--- config.mk ---
export PLATFORM = sky130hd
export DESIGN_NAME = uart_rx_fifo
export DESIGN_NICKNAME = d
export VERILOG_FILES = /design/src/rtl/uart_rx_fifo.sv
export SDC_FILE = /design/constraint.sdc
export NUM_CORES = 1
export LEC_CHECK = 0
export CORE_ASPECT_RATIO = 0.7
export CORE_MARGIN = 5
export CORE_UTILIZATION = 42
export DETAILED_ROUTE_END_ITERATION = 10
export SYNTH_ARGS = -nofsm -noshare
export SYNTH_HDL_FRONTEND = slang
export SYNTH_SLANG_ARGS = --single-unit
--- constraint.sdc ---
create_clock -name clk -period 2.4 [get_ports clk]
set_clock_uncertainty 0.15 [all_clocks]
set_input_delay 0.36 -clock clk [delete_from_list [all_inputs] [get_ports clk]]
set_output_delay 0.36 -clock clk [all_outputs]
set_load 0.02 [all_outputs]
--- src/rtl/uart_rx_fifo.sv ---
// 8N1 UART receiver with a show-ahead receive FIFO and sticky error flags.
// Bytes are pushed the cycle after a good stop bit and popped via rd_en.
module uart_rx_fifo #(
  parameter int unsigned CLK_FREQ   = 50_000_000,
  parameter int unsigned BAUD_RATE  = 115_200,
  parameter int unsigned FIFO_DEPTH = 16
) (
  input  logic                            clk,
  input  logic                            rst,
  input  logic                            rx,
  output logic [7:0]                      rd_data,
  output logic                            rd_valid,
  input  logic                            rd_en,
  output logic [$clog2(FIFO_DEPTH):0]     fifo_count,
  output logic                            frame_err,
  output logic                            overflow,
  input  logic                            err_clr
);

  localparam int unsigned CLKS_PER_BIT = CLK_FREQ / BAUD_RATE;
  localparam int unsigned CW = $clog2(CLKS_PER_BIT) + 1;
  localparam int unsigned AW = $clog2(FIFO_DEPTH);

  typedef enum logic [1:0] {IDLE, START, DATA, STOP} state_t;

  state_t        state, state_d;
  logic          rx_m, rx_s, rx_d;
  logic [CW-1:0] cnt;
  logic [2:0]    idx;
  logic [7:0]    shift;
  logic          start_edge, half_tick, bit_tick;
  logic          cnt_clr, idx_clr, shift_en, push_c, ferr_c;
  logic          push_q;

  // Two-flop synchroniser plus a delayed copy for falling-edge detection.
  always_ff @(posedge clk or negedge rst) begin
    if (!rst) begin
      rx_m <= 1'b1;
      rx_s <= 1'b1;
      rx_d <= 1'b1;
    end else begin
      rx_m <= rx;
      rx_s <= rx_m;
      rx_d <= rx_s;
    end
  end

  assign start_edge = rx_d & ~rx_s;
  assign half_tick  = (cnt == CW'(CLKS_PER_BIT / 2 - 1));
  assign bit_tick   = (cnt == CW'(CLKS_PER_BIT - 1));

  always_ff @(posedge clk or negedge rst) begin
    if (!rst) state <= IDLE;
    else      state <= state_d;
  end

  always_comb begin
    state_d = state;
    case (state)
      IDLE:    if (start_edge) state_d = START;
      START:   if (half_tick) state_d = rx_s ? IDLE : DATA;
      DATA:    if (bit_tick && idx == 3'd7) state_d = STOP;
      STOP:    if (bit_tick) state_d = IDLE;
      default: state_d = IDLE;
    endcase
  end

  always_comb begin
    cnt_clr  = 1'b0;
    idx_clr  = 1'b0;
    shift_en = 1'b0;
    push_c   = 1'b0;
    ferr_c   = 1'b0;
    case (state)
      IDLE: begin
        cnt_clr = 1'b1;
        idx_clr = 1'b1;
      end
      START: cnt_clr = half_tick;
      DATA: begin
        cnt_clr  = bit_tick;
        shift_en = bit_tick;
      end
      STOP: begin
        cnt_clr = bit_tick;
        push_c  = bit_tick & rx_s;
        ferr_c  = bit_tick & ~rx_s;
      end
      default: cnt_clr = 1'b1;
    endcase
  end

  // Bit timing counter, data shift register and deferred push strobe.
  always_ff @(posedge clk or negedge rst) begin
    if (!rst) begin
      cnt    <= '0;
      idx    <= '0;
      shift  <= '0;
      push_q <= 1'b0;
    end else begin
      cnt    <= cnt_clr ? '0 : cnt + CW'(1);
      push_q <= push_c;
      if (idx_clr) begin
        idx <= '0;
      end else if (shift_en) begin
        shift[idx] <= rx_s;
        idx        <= idx + 3'd1;
      end
    end
  end

  logic [7:0]    mem [FIFO_DEPTH];
  logic [AW-1:0] wptr, rptr, rptr_n;
  logic [AW:0]   count_n;
  logic          pop, full, wr_ok;

  assign pop   = rd_en & rd_valid;
  assign full  = (fifo_count == (AW+1)'(FIFO_DEPTH));
  assign wr_ok = push_q & (~full | pop);

  always_comb begin
    rptr_n  = pop ? rptr + AW'(1) : rptr;
    count_n = fifo_count;
    if (wr_ok && !pop)      count_n = fifo_count + (AW+1)'(1);
    else if (!wr_ok && pop) count_n = fifo_count - (AW+1)'(1);
  end

  always_ff @(posedge clk) begin
    if (wr_ok) mem[wptr] <= shift;
  end

  // Head byte is registered; bypass the write when it lands on the new head.
  always_ff @(posedge clk or negedge rst) begin
    if (!rst) begin
      wptr       <= '0;
      rptr       <= '0;
      fifo_count <= '0;
      rd_valid   <= 1'b0;
      rd_data    <= '0;
      frame_err  <= 1'b0;
      overflow   <= 1'b0;
    end else begin
      if (wr_ok) wptr <= wptr + AW'(1);
      rptr       <= rptr_n;
      fifo_count <= count_n;
      rd_valid   <= (count_n != '0);
      if (count_n == '0)                rd_data <= '0;
      else if (wr_ok && wptr == rptr_n) rd_data <= shift;
      else                              rd_data <= mem[rptr_n];
      frame_err  <= ferr_c | (frame_err & ~err_clr);
      overflow   <= (push_q & full & ~pop) | (overflow & ~err_clr);
    end
  end

endmodule
==> metrics.txt <==
status=finished clean; Die Area=0.0223 mm^2; clock latency at the later pin of the worst-skew pair=0.43 ns; Highest Clock Rate=0.433 GHz; aggregate negative setup slack=0 ns; peak fanout along the critical path=9; endpoint of the worst hold path=rx_m$_DFF_PN1_; total core area=0.0190 mm^2; power share of the sequential group=32.4%; Min-Delay Path Class=input port to flip-flop; required time of the critical path=2.56 ns; drc violations=0; layout-stage area growth over the synthesis result=24.0%; worst-case register-to-register setup slack=0.09 ns; starting density of the core=43.0%; post-synthesis sequential area ratio=62.9%; LEAKAGE=4.07 nW; Hold Worst Slack=0.181 ns; routing usage on met1=28.7%; CP startpoint kind=flip-flop; Worst R2R Path Depth=10; Worst Setup Path Type=flip-flop to flip-flop; diodes inserted=0; net count after synthesis=622; Max Cap Violations=0; CTS clk-pin slew, worst paths=0.08 ns; maximum level of the CTS H-tree=4; share of power burned in combinational logic=43.6%; Placement Cell Area=0.00929 mm^2; boundary pin count=21; non-filler cells in the finished layout=991; number of I/O port buffers=20; number of cells on the worst hold path=1; Min Clock Period, post-route=2.31 ns; number of buffers inserted during clock tree synthesis=17; dominant cells by area after synthesis=edfxtp_1 (47%), dfrtp_1 (15%), mux4_2 (4.1%); WP data arrival=2.47 ns; initial antenna violation count=0; number of clock sinks seen by CTS=179; worst slew margin relative to its limit=46.4%; element type at the critical path end=flip-flop; first-pass iteration count of the detailed router=5; proportion of layout cells with a drive suffix above 1=27.6%; Warnings, synthesis=0; number of different library cells in the post-synthesis netlist=69; Most Used Layer, Global Route=met1; DR iter-0 viols=665; final wirelength=21000 um; wire per inst=21.2 um; Critical R2R Launch=fifo_count[1]$_DFF_PN0_; net count reported at finish=731; TritonCTS clock tree=done; Reg2Reg Capture Point=rd_data[4]$_DFF_PN0_; internal power summed over all cells=0.00726 W; hold violation count in the final report=0; total power per unit cell area=1120 mW/mm^2; synthesized area=0.00815 mm^2; total of fill cells in the finished design=1541; start point of the worst hold path=rx; number of flops mapped to enable cells by yosys=128; average footprint of a synthesized cell=13.5 um^2; main flop type after synthesis=edfxtp_1; synthesized instance count=605; via count of the first global-routing pass=5471; GRT Overall Usage=19.0%; HPWL Detailed=14000 um; largest buffer count on any clock path=2; placed cell count=948; post-synth top area share=47.2%; Seq cells post-synth=179; final-report setup violation count=0; VDD IR max=808 uV; root buffer cell=clkbuf_16; async set-or-reset flop fraction in the synthesized netlist=28.5%; overflow left after global routing=0; Max Slew Vio Count=0; net switching power=0.00403 W; most common cell after layout, fill and taps aside=edfxtp_1; Die X-Extent=177 um; routed via count=5591; first-pass GRT wire length=32100 um; met2 routing resource usage after global routing=27.2%; clock share of power=24.0%; pin count of the biggest net entering global routing=30; number of nets with antenna violations after routing=0; ratio of final minimum period to clock period=96.3%; height of the chip=127 um; M3 GR Usage=5.65%; row cnt=42; vias per std cell=5.64; final RePlAce weighted congestion=0.851; worst slew pin tran=0.804 ns; final cell area excluding filler cells=0.0101 mm^2; highest-count cells in the layout ignoring fill and taps=edfxtp_1 (128), buf_4 (90), nor2_1 (55); net switching fraction of the power=35.7%; Synth area leader=edfxtp_1
## layer usage
metal / wire length [um] / share of wire [%]
met4: 173 / 0.82
met3: 1970 / 9.4
met2: 9250 / 44
met5: 0 / 0
met1: 9630 / 46
## flip-flops by register name, indices dropped and copies added (netlist names), named ones only
signal and cells:
idx 3, wptr 4, rx_m 1, cnt 10, rptr 4, fifo_count 5
rx_d 1, rd_data 8, overflow 1, rd_valid 1, rx_s 1, push_q 1
frame_err 1, shift 8, mem 128, state 1
## cell usage after synthesis (3+ instances only)
library cell / n
o21ai_0: 19
xnor2_1: 8
nor3_1: 40
a22oi_1: 9
and3_1: 6
nand3_1: 14
nor2b_1: 17
dfrtp_1: 48
o22ai_1: 11
edfxtp_1: 128
a311oi_1: 7
dfstp_2: 3
or3_1: 3
a21oi_1: 9
xnor3_1: 3
nor2_1: 55
nand2_1: 28
buf_4: 5
clkbuf_1: 15
xor2_1: 8
nand3b_1: 3
nand4_1: 5
o2111ai_1: 8
o211ai_1: 8
ha_1: 12
a22o_1: 5
mux4_2: 15
a21boi_2: 3
inv_1: 14
nand2b_1: 4
a31oi_1: 7
a221oi_1: 15
buf_2: 9
mux2_2: 10
nor3b_1: 5
## how the worst max path moves through the flow
stage / start / endpoint / slack [ns]
after global routing: fifo_count[1]$_DFF_PN0_ / rd_data[6]$_DFF_PN0_ / -0.02
after CTS: rptr[0]$_DFF_PN0_ / rd_data[2]$_DFF_PN0_ / 0.008
after global placement: rd_en / rd_data[6]$_DFF_PN0_ / -0.48
after floorplan: fifo_count[0]$_DFF_PN0_ / mem[15][0]$_DFFE_PP_ / -0.03
final: fifo_count[1]$_DFF_PN0_ / rd_data[4]$_DFF_PN0_ / 0.09
after detailed placement: rd_en / rd_data[2]$_DFF_PN0_ / -0.53
## power by group through the flow
stage | Sequential (W) | Combinational, W | Clock [W]
global route | 0.00369 | 0.00527 | 0.00291
detailed placement | 0.00372 | 0.00448 | 0
CTS | 0.00366 | 0.00454 | 0.00275
floorplan | 0.00379 | 0.00253 | 0
global placement | 0.00372 | 0.00440 | 0
finish | 0.00366 | 0.00492 | 0.00271
## layout make-up
cell class	count	area [um^2]	share of cell area [%]
tap	264	330	3.27
clock inverter	15	165	1.63
sequential	179	5120	50.7
inverter	18	85.1	0.842
timing repair buffer	124	1120	11.1
multi-input combinational	374	2860	28.3
clock buffer	17	425	4.21
## worst max-delay path: stages (launching register included)
cell and delay, ns:
dfrtp_1 0.40, inv_1 0.12, ha_4 0.16, nand4bb_1 0.13
buf_4 0.16, a32oi_2 0.21, xnor2_1 0.12, or3_4 0.39
a21oi_4 0.14, buf_12 0.15, a311oi_1 0.05
## logic make-up after synthesis
| group | Yosys count | share of synthesized area, % |
|---|---|---|
| fa+ha+maj | 12 | 1.84 |
| flops | 179 | 62.9 |
| compound gates | 120 | 11.3 |
| xor+xnor | 20 | 2.75 |
| simple gates | 195 | 12.3 |
| buf+inv | 52 | 3.24 |
| mux | 27 | 5.77 |
## through the flow
stage / utilization [%] / setup WS, ns / power, W
3_5_place_dp: 49.0 / -0.534 / 0.00820
4_1_cts: 52.3 / 0.00826 / 0.0109
2_1_floorplan: - / -0.0291 / 0.00632
3_3_place_gp: 49.0 / -0.483 / 0.00811
5_1_grt: 53.3 / -0.0213 / 0.0119
6_report: 53.3 / 0.0886 / 0.0113
## timing repair
| action | CTS | global route |
|---|---|---|
| endpoints found under the setup margin | 6 | 106 |
| endpoints found under the hold margin | 24 | 0 |
| hold buffers | 1 | 0 |
| resized for setup | 6 | 18 |
| pin swaps | 0 | 4 |
| gates cloned | 0 | 1 |
| buffers inserted | 0 | 9 |
No activity file was read; power rests on OpenSTA's default activity.
